## src/rtl/axi_lite_master.sv

```systemverilog
// AXI4-Lite master bridging single-cycle core requests to the interconnect.
// One read or write per request; busy stalls the core until DONE.
module axi_lite_master #(
  parameter int AXI_ADDR_WIDTH = 32,
  parameter int TIMEOUT_CYCLES = 255
) (
  input  logic                      clk,
  input  logic                      rst_n,
  input  logic                      rd_en,
  input  logic                      wr_en,
  input  logic [AXI_ADDR_WIDTH-1:0] addr,
  input  logic [31:0]               wr_data,
  input  logic [3:0]                wr_strobe,
  output logic [31:0]               rd_data,
  output logic                      access_fault,
  output logic                      busy,
  output logic [AXI_ADDR_WIDTH-1:0] m_axi_awaddr,
  output logic [2:0]                m_axi_awprot,
  output logic                      m_axi_awvalid,
  input  logic                      m_axi_awready,
  output logic [31:0]               m_axi_wdata,
  output logic [3:0]                m_axi_wstrb,
  output logic                      m_axi_wvalid,
  input  logic                      m_axi_wready,
  input  logic [1:0]                m_axi_bresp,
  input  logic                      m_axi_bvalid,
  output logic                      m_axi_bready,
  output logic [AXI_ADDR_WIDTH-1:0] m_axi_araddr,
  output logic [2:0]                m_axi_arprot,
  output logic                      m_axi_arvalid,
  input  logic                      m_axi_arready,
  input  logic [31:0]               m_axi_rdata,
  input  logic [1:0]                m_axi_rresp,
  input  logic                      m_axi_rvalid,
  output logic                      m_axi_rready
);

  localparam logic [2:0] S_IDLE = 3'd0;
  localparam logic [2:0] S_AR   = 3'd1;
  localparam logic [2:0] S_R    = 3'd2;
  localparam logic [2:0] S_AW_W = 3'd3;
  localparam logic [2:0] S_B    = 3'd4;
  localparam logic [2:0] S_DONE = 3'd5;

  localparam int CW = (TIMEOUT_CYCLES > 1) ?
    $clog2(TIMEOUT_CYCLES + 1) : 1;
  localparam logic [CW-1:0] TMO = CW'(TIMEOUT_CYCLES);

  logic [2:0]                state;
  logic [AXI_ADDR_WIDTH-1:0] addr_q;
  logic [31:0]               wdata_q;
  logic [3:0]                wstrb_q;
  logic                      aw_done;
  logic                      w_done;
  logic [CW-1:0]             cnt;
  logic                      active;
  logic                      tmo;
  logic                      aw_hs;
  logic                      w_hs;

  assign active = (state == S_AR) || (state == S_R) ||
                  (state == S_AW_W) || (state == S_B);

  // All channels are silenced in the timeout cycle so no
  // handshake can race the forced exit to DONE.
  assign tmo = (TIMEOUT_CYCLES != 0) && active && (cnt == TMO);

  assign m_axi_arvalid = (state == S_AR) && !tmo;
  assign m_axi_rready  = (state == S_R) && !tmo;
  assign m_axi_awvalid = (state == S_AW_W) && !aw_done && !tmo;
  assign m_axi_wvalid  = (state == S_AW_W) && !w_done && !tmo;
  assign m_axi_bready  = (state == S_B) && !tmo;

  assign aw_hs = m_axi_awvalid && m_axi_awready;
  assign w_hs  = m_axi_wvalid && m_axi_wready;

  assign m_axi_araddr = addr_q;
  assign m_axi_awaddr = addr_q;
  assign m_axi_wdata  = wdata_q;
  assign m_axi_wstrb  = wstrb_q;
  assign m_axi_arprot = 3'b000;
  assign m_axi_awprot = 3'b000;

  assign busy = (state == S_IDLE) ? (rd_en | wr_en) :
                (state != S_DONE);

  always_ff @(posedge clk) begin
    if (!rst_n) begin
      state        <= S_IDLE;
      addr_q       <= '0;
      wdata_q      <= '0;
      wstrb_q      <= '0;
      aw_done      <= 1'b0;
      w_done       <= 1'b0;
      cnt          <= '0;
      rd_data      <= '0;
      access_fault <= 1'b0;
    end else begin
      cnt <= active ? cnt + 1'b1 : '0;
      if (tmo) begin
        state        <= S_DONE;
        access_fault <= 1'b1;
        rd_data      <= '0;
      end else begin
        case (state)
          S_IDLE: begin
            if (wr_en) begin
              addr_q  <= addr;
              wdata_q <= wr_data;
              wstrb_q <= wr_strobe;
              aw_done <= 1'b0;
              w_done  <= 1'b0;
              state   <= S_AW_W;
            end else if (rd_en) begin
              addr_q <= addr;
              state  <= S_AR;
            end
          end
          S_AR: begin
            if (m_axi_arready) state <= S_R;
          end
          S_R: begin
            if (m_axi_rvalid) begin
              rd_data      <= (m_axi_rresp == 2'b00) ?
                              m_axi_rdata : 32'h0;
              access_fault <= (m_axi_rresp != 2'b00);
              state        <= S_DONE;
            end
          end
          S_AW_W: begin
            if (aw_hs) aw_done <= 1'b1;
            if (w_hs) w_done <= 1'b1;
            if ((aw_done || aw_hs) && (w_done || w_hs))
              state <= S_B;
          end
          S_B: begin
            if (m_axi_bvalid) begin
              access_fault <= (m_axi_bresp != 2'b00);
              rd_data      <= '0;
              state        <= S_DONE;
            end
          end
          S_DONE: state <= S_IDLE;
          default: state <= S_IDLE;
        endcase
      end
    end
  end

endmodule
```

## config.mk

```make
export PLATFORM = sky130hd
export DESIGN_NAME = axi_lite_master
export DESIGN_NICKNAME = d
export VERILOG_FILES = /design/src/rtl/axi_lite_master.sv
export SDC_FILE = /design/constraint.sdc
export NUM_CORES = 1
export LEC_CHECK = 0
export ABC_CLOCK_PERIOD_IN_PS = 4300
export CAP_MARGIN = 10
export CORE_MARGIN = 5
export CORE_UTILIZATION = 40
export DETAILED_ROUTE_END_ITERATION = 8
export PLACE_DENSITY_LB_ADDON = 0.08
export REMOVE_ABC_BUFFERS = 1
export SETUP_SLACK_MARGIN = 0.02
export SYNTH_ARGS = -nofsm -noshare
export SYNTH_HDL_FRONTEND = slang
export SYNTH_SLANG_ARGS = --single-unit
export TNS_END_PERCENT = 10
```

## constraint.sdc

```tcl
create_clock -name clk -period 4.3 [get_ports clk]
set_input_delay 0.43 -clock clk [delete_from_list [all_inputs] [get_ports clk]]
set_output_delay 0.43 -clock clk [all_outputs]
set_load 0.03 [all_outputs]
```

==> summary.md, run 1 <==
| Metric | Value |
|---|---|
| Post-DR vias/cell | between 4 and 5 |
| Final #Nets | roughly 910 |
| Die X | ~120 µm |
| Setup Viol. Count Final | 0 |
| Commonest non-fill, non-tap cell in the layout | clkdlybuf4s50_1 |
| Clock Latency Late Sink | 0.40 ns |
| Final core occ | 67.25% |
| Post-DP HPWL | approximately 11 mm |
| Hold_ws | ~0.45 ns |
| Min-Delay Endpoint | m_axi_wdata[7] |
| RSZ-0062 raised after global routing | false |
| Buffers added on ports | 251 |
| R2r setup slk | 2.07 ns |
| CTS Buf Count | 17 |
| Main flop type after synthesis | dfxtp_1 |
| Sequential element share of the synthesized area | between 40% and 50% |
| Max Fclk | approximately 340 MHz |
| CTS tree | done |
| Run status | finished, final reports clean |
| Layout cells sized above 1 | under 10% |
| RR Endpoint | state[1] |
| Die H | approximately 120 µm |
| CP max-delay cell | nor4b_1 |
| Clock buffer depth | 2 |
| Yosys synthesis warning count | 0 |
| Least-Margin Pin Slew | ~1.0 ns |
| Leakage | around 2.8 nW |
| Post-synth EDFFs | 0 |
| Area after DPL | 7053 µm² |
| Post-CTS Hold Fix Bufs | 0 |
| CP Max Fanout | 20 |
| Final GP Congestion | slightly below 0.9 |
| Slew headroom | 30.44% |
| Internal | approximately 3.0 mW |
| Mapped Avg Cell Area | ~8 µm² |
| Max capacitance violation total | 0 |
| CP required | a little under 4 ns |
| Vias in the first global route | between 4000 and 5000 |
| Drt first pass iters | 4 |
| Max Transition Viols Final | 0 |
| Total track usage | around a fifth |
| Clock sinks | 114 |
| Reg clk slew, reported paths | about 0.050 ns |
| Cell area after layout | between 7000 and 8000 µm² |
| Clock Skew | slightly above 0.007 ns |
| Crit end category | output port |
| Area grow syn2layout | 64.06% |
| Final Hold Fails | 0 |
| Critical path type | reg -> out |
| Seq pwr share | roughly 30% |
| Routed len/inst | between 15 and 20 µm |
| Starting density of the core | about two fifths |
| CTS root buffer | clkbuf_16 |
| Max incr delay on CP | roughly 0.64 ns |
| Total gr overflow | 0 |
| Worst Min Path Start | m_axi_wdata[7] |
| Clock Power Share | between 30% and 40% |
| Die area | ~14000 µm² |
| Initial DRC count | about 300 |
| CP cell instances | nor2_1 > nor4b_1 > a21oi_1 > clkdlybuf4s50_1 |
| HP Class | reg -> reg |
| Combinational power share | 38.4% |
| Mapped cell area | ~4700 µm² |
| Worst path arrival time | ~2.5 ns |
| Io pins | 258 |
| Switch Pwr | approximately 1.7 mW |
| Final ANT Viol Nets | 0 |
| CP top delay family | simple AND/OR/NAND/NOR gates |
| Max VDD drop | 489.0 µV |
| CTS resizes | 0 |
| Netlist cell types | 39 |
| Final min period | between 2 and 3 ns |
| Buf/Inv on CP | 1 |
| Setup crit start kind | register |
| Via Count | ~4700 |
| Seq cells post-synth | roughly 110 |
| Final worst path period share | roughly two thirds |
| DRC | 0 |
| Net Sw Frac | 36.73% |
| Htree depth | 4 |
| Placement Rows | 39 |
| Largest net degree at the start of global routing | 62 |
| Placeable Area | 11520 µm² |
| P per Cell Area | between 600 and 700 nW/µm² |
| Ant. Diodes | 0 |
| Setup TNS | 0 ns |
| Synth Instances | 583 |
| Initial antenna violation count | 0 |
| Highest-count cells in the layout ignoring fill and taps | clkdlybuf4s50_1, nand2_1, dfxtp_1, a21boi_0, a21oi_1 |
| Worst R2R Start | cnt[0] |
| Fraction of registers with async set/reset | 0% |
| Reg2Reg Depth | 7 |
| Hold path cells | 2 |
| WL final | about 15 mm |
| First-pass GRT wire length | around 24 mm |
| Post-CTS Setup Bufs | 0 |
-- through the flow --
stage / std cells / power, mW / worst slack [ns]
2_1_floorplan: 512 / 2.344 / 1.264
3_3_place_gp: 913 / 3.141 / 1.532
3_5_place_dp: 913 / 3.171 / 1.433
4_1_cts: 945 / 4.677 / 1.387
5_1_grt: 947 / 4.922 / 1.240
6_report: 947 / 4.689 / 1.364
-- registers in the layout, indices dropped and copies added (netlist names) --
register,count
access_fault,1
aw_done,1
cnt,8
m_axi_araddr,32
m_axi_wdata,32
m_axi_wstrb,4
rd_data,32
state,3
w_done,1
-- final cells by class --
type / count / area [µm²]
Inverter: 4 / 15.01
Multi-Input combinational cell: 394 / 2012
Sequential cell: 114 / 2282
Timing Repair Buffer: 260 / 2620
Fill cell: 936 / 3771
Clock buffer: 20 / 456.7
Clock inverter: 12 / 180.2
Tap cell: 143 / 178.9
-- cell usage after synthesis (2+ instances only) --
library cell / n / area share [%]
nand2_1: 176 / 14
dfxtp_1: 114 / 48
a21boi_0: 56 / 8.9
a21oi_1: 50 / 5.3
buf_4: 38 / 6.0
nand3_1: 37 / 3.9
clkbuf_1: 20 / 1.6
buf_2: 18 / 1.9
nor2_1: 15 / 1.2
a211oi_1: 5 / 0.80
nor3_1: 5 / 0.53
nor4b_1: 5 / 0.93
inv_1: 4 / 0.32
xnor2_1: 4 / 0.74
a21o_1: 3 / 0.48
and3_1: 3 / 0.40
nor4_1: 3 / 0.40
nor2b_1: 2 / 0.26
o21a_1: 2 / 0.32
o21ai_0: 2 / 0.21
or4_1: 2 / 0.32
xor2_1: 2 / 0.37
-- power groups by stage --
stage	registers, mW	clock network [mW]	logic, mW
floorplan	1.85	0	0.497
finish	1.39	1.49	1.80
CTS	1.39	1.52	1.77
detailed placement	1.41	0	1.76
global placement	1.40	0	1.74
global route	1.42	1.58	1.92
-- tightest hold or removal path: cells and delay by family, from the launching register on --
family,cells,cell delay [ns]
AO/OA/AOI/OAI,1,0.05
AND/OR/NAND/NOR,1,0.05
flip-flops,1,0.30
-- cell families after synthesis --
family | share of synthesized area [%]
XOR/XNOR | 1.113
AO/OA/AOI/OAI | 16.86
AND/OR/NAND/NOR | 23.03
flip-flops | 48.34
buffers and inverters | 9.859
multiplexers | 0.4506
other | 0.07944
adder cells (fa/ha/maj) | 0.2650
-- worst max-delay path by stage --
stage | startpoint | endpoint | slack, ns | depth (start not counted)
after global routing | state[0] | busy | 1.24 | 4
after detailed placement | wr_en | busy | 1.43 | 5
final | state[0] | busy | 1.36 | 4
after global placement | wr_en | busy | 1.53 | 5
after CTS | state[0] | busy | 1.39 | 4
after floorplan | state[0] | access_fault | 1.26 | 4
-- metal layers --
| metal | part of all wire, % | GRT usage, % | routed length (µm) |
|---|---|---|---|
| met1 | 41 | 24.44 | 6158 |
| met2 | 49 | 35.95 | 7434 |
| met3 | 8.2 | 8.453 | 1240 |
| met4 | 2.1 | 7.748 | 324 |
| met5 | 0 | 0 | 0 |
Power figures use the tool's default switching activity.
==> run 2: changes to the inputs <==
Settings changed: ABC_CLOCK_PERIOD_IN_PS 4300 to 2700, CORE_UTILIZATION 40 to 35.
Clock period 4.3 ns to 2.7 ns, I/O delays scaled along.
==> run 2 against run 1 <==
Net effect: clock skew is 0.0035 ns higher; wire length is 0.94% higher; final cell count is 3.5% higher; clock power is 38% higher; first-iteration DRC count is 15% lower; utilization is 9.4 points lower; register-to-register slack worse by 1.5 ns; largest power group unchanged.
==> summary.md, run 2 (synthesis gave the netlist of run 1 again) <==
| Metric | Value |
|---|---|
| Run status | finished, final reports clean |
| Setup crit start kind | register |
| Slew headroom | 28.67% |
| P per Cell Area | 924.5 nW/µm² |
| Place WS | 0.3693 ns |
| Setup Viol. Count Final | 0 |
| Reg2Reg Depth | 5 |
| Post-CTS Hold Fix Bufs | 0 |
| Placed cells | 949 |
| Post-DP HPWL | roughly 11 mm |
| Final core occ | between 50% and 60% |
| Final Non-Filler Cells | between 900 and 1000 |
| Final min period | 2.507 ns |
| Switch Pwr | 2.676 mW |
| Total track usage | 19.00% |
| Net Sw Frac | between 30% and 40% |
| Layout cells sized above 1 | between 5 and 6% |
| Combinational power share | between 40% and 50% |
| Final #Nets | approximately 900 |
| Commonest non-fill, non-tap cell in the layout | clkdlybuf4s50_1 |
| Vias in the first global route | 4706 |
| Highest-count cells in the layout ignoring fill and taps | clkdlybuf4s50_1, nand2_1, dfxtp_1, a21boi_0, a21oi_1 |
| Reg clk slew, reported paths | ~0.050 ns |
| Via Count | approximately 4600 |
| Critical path type | reg -> out |
| CTS Buf Count | 17 |
| Total gr overflow | 0 |
| HP Class | in -> reg |
| Largest net degree at the start of global routing | between 50 and 60 |
| Placement Rows | 42 |
| Clock sinks | approximately 110 |
| Post-DR vias/cell | roughly 4.7 |
| Die H | approximately 130 µm |
| Starting density of the core | about 36% |
| Drt first pass iters | 5 |
| CP required | 2.43 ns |
| Initial antenna violation count | 0 |
| Routed len/inst | 15.61 µm |
| Hold_ws | 0.1815 ns |
| Area after DPL | between 7000 and 8000 µm² |
| Die area | approximately 16000 µm² |
| Max Transition Viols Final | 0 |
| Leakage | about 2.7 nW |
| Final worst path period share | between 90% and 100% |
| Final ANT Viol Nets | 0 |
| Post-CTS Setup Bufs | 0 |
| Total Power | approximately 7.1 mW |
| Setup TNS | 0 ns |
| Buffers added on ports | about 250 |
| DRC | 0 |
| First-pass GRT wire length | about 24 mm |
| Hold path cells | 2 |
| CTS tree | done |
| Max Fclk | approximately 400 MHz |
| Placeable Area | ~13000 µm² |
| Seq pwr share | 31.0% |
| Io pins | between 200 and 300 |
| R2r setup slk | between 0.5 and 0.6 ns |
| Max capacitance violation total | 0 |
| Initial DRC count | 264 |
| Least-Margin Pin Slew | around 1.1 ns |
| Htree depth | 4 |
| Clock Power Share | between 20% and 30% |
| CTS root buffer | clkbuf_16 |
| Die X | about 130 µm |
| Final worst slack | between 0.15 and 0.2 ns |
| Internal | 4.407 mW |
| Clock Skew | around 0.011 ns |
| Final Hold Fails | 0 |
| Area grow syn2layout | 62.28% |
| WL final | 15.30 mm |
| Final GP Congestion | between 0.7 and 0.8 |
| Worst path arrival time | roughly 2.2 ns |
| Crit end category | output port |
| Cell area after layout | roughly 7700 µm² |
| RSZ-0062 raised after global routing | false |
| Max VDD drop | about 530 µV |
| CP Max Fanout | 10 |
| Clock buffer depth | 2 |
| Clock Latency Late Sink | around 0.41 ns |
| Ant. Diodes | 0 |
run 2: area by class of cell:
| type | instances | area [µm²] |
|---|---|---|
| fillers | 1231 | 5582 |
| repair buffers | 261 | 2585 |
| flip-flops and latches | 114 | 2282 |
| multi-input cells | 394 | 2017 |
| clock buffers | 26 | 489.2 |
| well taps | 176 | 220.2 |
| clock inverters | 5 | 52.55 |
| inverters | 4 | 15.01 |
run 2: power by group through the flow:
stage / clock (mW) / sequential [mW] / combinational (mW)
floorplan: 0 / 2.94 / 0.791
global placement: 0 / 2.22 / 2.82
detailed placement: 0 / 2.23 / 2.85
CTS: 2.11 / 2.20 / 2.86
global route: 2.18 / 2.24 / 3.04
finish: 2.05 / 2.19 / 2.84
run 2: what timing repair did:
item,in CTS,in global routing
endpoints found under the setup margin,0,5
hold endpoints to repair,0,0
gates resized for setup,0,2
run 2: worst paths after layout:
path              start          endpoint
min reg2reg  rd_data[1]        rd_data[1]
max              cnt[0]      m_axi_bready
max reg2reg    state[2]        rd_data[3]
min               rst_n  m_axi_araddr[15]
run 2: routing by layer:
metal,track usage [%],up-vias,share of wire [%]
li1,-,2314,-
met1,20.93,2118,41
met2,33.11,168,49
met3,7.663,18,8.1
met4,6.688,0,1.5
met5,0,-,0
run 2: critical path: stages (launching register included):
cell             delay [ns]
dfxtp_1                0.37
ha_1                   0.23
nand4_1                0.23
nor2_4                 0.30
nor3_1                 0.09
clkdlybuf4s50_1        0.62
==> run 3: changes to the inputs <==
Settings changed: ABC_CLOCK_PERIOD_IN_PS 2700 to 3070, CORE_UTILIZATION 35 to 40.
Clock period 2.7 ns to 3.07 ns, I/O delays scaled along.
==> run 3 against run 2 <==
Net effect: final cell count down 3.5%; non-clock buffer count shrank 1; critical path depth is 2 lower; wire length is 0.20% lower; clock skew is 0.00099 ns lower; global-route usage increased by 2.7 points; register-to-register slack better by 0.32 ns; worst setup slack improved by 0.10 ns; sequential power decreased by 11%; sequential cell count unchanged; die area is 12% lower; critical path type unchanged; critical endpoint is now m_axi_arvalid; largest power group unchanged.
==> summary.md, run 3 (synthesis gave the netlist of run 1 again) <==
| Metric | Value |
|---|---|
| Run status | finished, final reports clean |
| Min-Delay Endpoint | m_axi_wdata[2] |
| WL final | 15.27 mm |
| Reg clk slew, reported paths | 0.05 ns |
| Via Count | 4675 |
| Crit end category | output port |
| Drt first pass iters | 4 |
| Least-Margin Pin Slew | between 1 and 1.5 ns |
| Initial antenna violation count | 0 |
| Critical path type | reg -> out |
| RSZ-0062 raised after global routing | false |
| CTS resizes | 0 |
| Placeable Area | between 10000 and 15000 µm² |
| Initial DRC count | between 200 and 300 |
| Max incr delay on CP | 0.73 ns |
| Worst Min Path Start | wr_data[2] |
| Worst path arrival time | roughly 2.5 ns |
| P per Cell Area | 852.1 nW/µm² |
| Reg2Reg Depth | 6 |
| First-pass GRT wire length | approximately 24 mm |
| Final ANT Viol Nets | 0 |
| Placed cells | ~900 |
| Post-DR vias/cell | roughly 4.9 |
| Final core occ | ~67% |
| HP Class | in -> reg |
| Setup TNS | 0 ns |
| Final Hold Fails | 0 |
| Total gr overflow | 0 |
| Io pins | between 200 and 300 |
| Die area | roughly 14000 µm² |
| Final #Nets | 905 |
| Reg area | between 2000 and 2500 µm² |
| CTS tree | done |
| Post-CTS Hold Fix Bufs | 0 |
| Htree depth | 4 |
| Clock buffer depth | 2 |
| Largest net degree at the start of global routing | slightly above 60 |
| R2r setup slk | a little under 0.9 ns |
| Total track usage | 21.67% |
| CP cell instances | inv_1 > nor4_1 > clkdlybuf4s50_1 |
| Routed len/inst | ~16 µm |
| Setup crit start kind | register |
| Switch Pwr | around 2.4 mW |
| Seq pwr share | between 20% and 30% |
| Final worst path period share | 90.41% |
| CP max-delay cell | dfxtp_1 |
| Clock Power Share | between 30% and 40% |
| Final GP Congestion | around 0.9 |
| Net Sw Frac | a little over a third |
| CP required | 2.76 ns |
| CTS root buffer | clkbuf_16 |
| Layout cells sized above 1 | about 5.9% |
| Combinational power share | between 30 and 40% |
| Cell area after layout | about 7700 µm² |
| Slew headroom | about 33% |
| RR Endpoint | rd_data[7] |
| Hold path cells | 3 |
| Final Non-Filler Cells | about 950 |
| Post-CTS Setup Bufs | 0 |
| Footprint of the multi-input gates | ~2000 µm² |
| Buf/Inv on CP | 2 |
| Die X | approximately 120 µm |
| Max Fclk | about 360 MHz |
| Ant. Diodes | 0 |
| Max capacitance violation total | 0 |
| Placement Rows | 39 |
| CTS Buf Count | 17 |
| Post-DP HPWL | 10.90 mm |
| Setup Viol. Count Final | 0 |
| Layout fillers | 968 |
| DRC | 0 |
| Commonest non-fill, non-tap cell in the layout | clkdlybuf4s50_1 |
| Vias in the first global route | 4709 |
| CP top delay family | buffers and inverters |
| Worst R2R Start | cnt[0] |
| Leakage | 2.766 nW |
| Buffers added on ports | between 200 and 300 |
| Clock Latency Late Sink | roughly 0.42 ns |
| Highest-count cells in the layout ignoring fill and taps | clkdlybuf4s50_1, nand2_1, dfxtp_1, a21boi_0, a21oi_1 |
| Starting density of the core | between 40% and 50% |
| Clock sinks | approximately 110 |
| Die H | around 120 µm |
| Internal | about 4.2 mW |
| Max VDD drop | approximately 480 µV |
| Max Transition Viols Final | 0 |
| Area grow syn2layout | 63.48% |
| Final min period | approximately 2.8 ns |
| CP Max Fanout | 20 |
| Area after DPL | 7068 µm² |
| Clock Skew | 0.009531 ns |
[run 3: changes by cell type in the layout (fill, tap and decap cells not counted), sizes merged]
cell / before / now
buf: 11 / 9
bufinv: 1 / 5
clkbuf: 26 / 20
clkdlybuf4s50: 249 / 251
clkinv: 3 / 5
dlymetal6s2s: 1 / 0
[run 3: per-layer routing]
metal / track usage [%] / routed length (µm) / share of wire (%) / vias up
met5: 0 / 0 / 0 / -
met4: 8.472 / 314 / 2.1 / 0
met3: 10.12 / 1461 / 9.6 / 23
met2: 35.74 / 7520 / 49 / 181
met1: 24.36 / 5973 / 39 / 2172
li1: - / - / - / 2299
[run 3: worst max path at each step]
stage,from,end,slack (ns),cells past startpoint
2_1_floorplan,state[0],access_fault,0.03,4
3_3_place_gp,wr_en,busy,0.66,6
3_5_place_dp,wr_en,busy,0.65,6
4_1_cts,state[0],m_axi_arvalid,0.30,3
5_1_grt,state[0],m_axi_arvalid,0.15,3
6_report,state[0],m_axi_arvalid,0.29,3
[run 3: worst min-delay path: cells and delay by family]
| family | cells | cell delay, ns |
|---|---|---|
| buffers and inverters | 1 | 0.40 |
| AO/OA/AOI/OAI | 1 | 0.05 |
| AND/OR/NAND/NOR | 1 | 0.05 |
[run 3: cell type report]
class                           instances  share of cell area (%)
Tap cell                              143                   2.318
Inverter                                4                  0.1946
Clock buffer                           20                   6.047
Timing Repair Buffer                  260                   33.43
Clock inverter                         11                   2.367
Multi-Input combinational cell        394                   26.07
Sequential cell                       114                   29.57
[run 3: power groups by stage]
stage / Clock [mW] / Combinational [mW] / Sequential [mW]
2_1_floorplan: 0 / 0.696 / 2.59
3_3_place_gp: 0 / 2.44 / 1.96
3_5_place_dp: 0 / 2.47 / 1.98
4_1_cts: 2.20 / 2.48 / 1.96
5_1_grt: 2.28 / 2.64 / 2.00
6_report: 2.17 / 2.45 / 1.96
[run 3: stage by stage]
step | hold slack, ns | setup slack (ns) | total power, mW
after global placement | 0.4380 | 0.6627 | 4.406
after floorplan | 0.4208 | 0.03398 | 3.283
final | 0.4483 | 0.2945 | 6.576
after detailed placement | 0.4454 | 0.6500 | 4.447
after global routing | 0.4448 | 0.1466 | 6.912
after CTS | 0.4271 | 0.3038 | 6.631
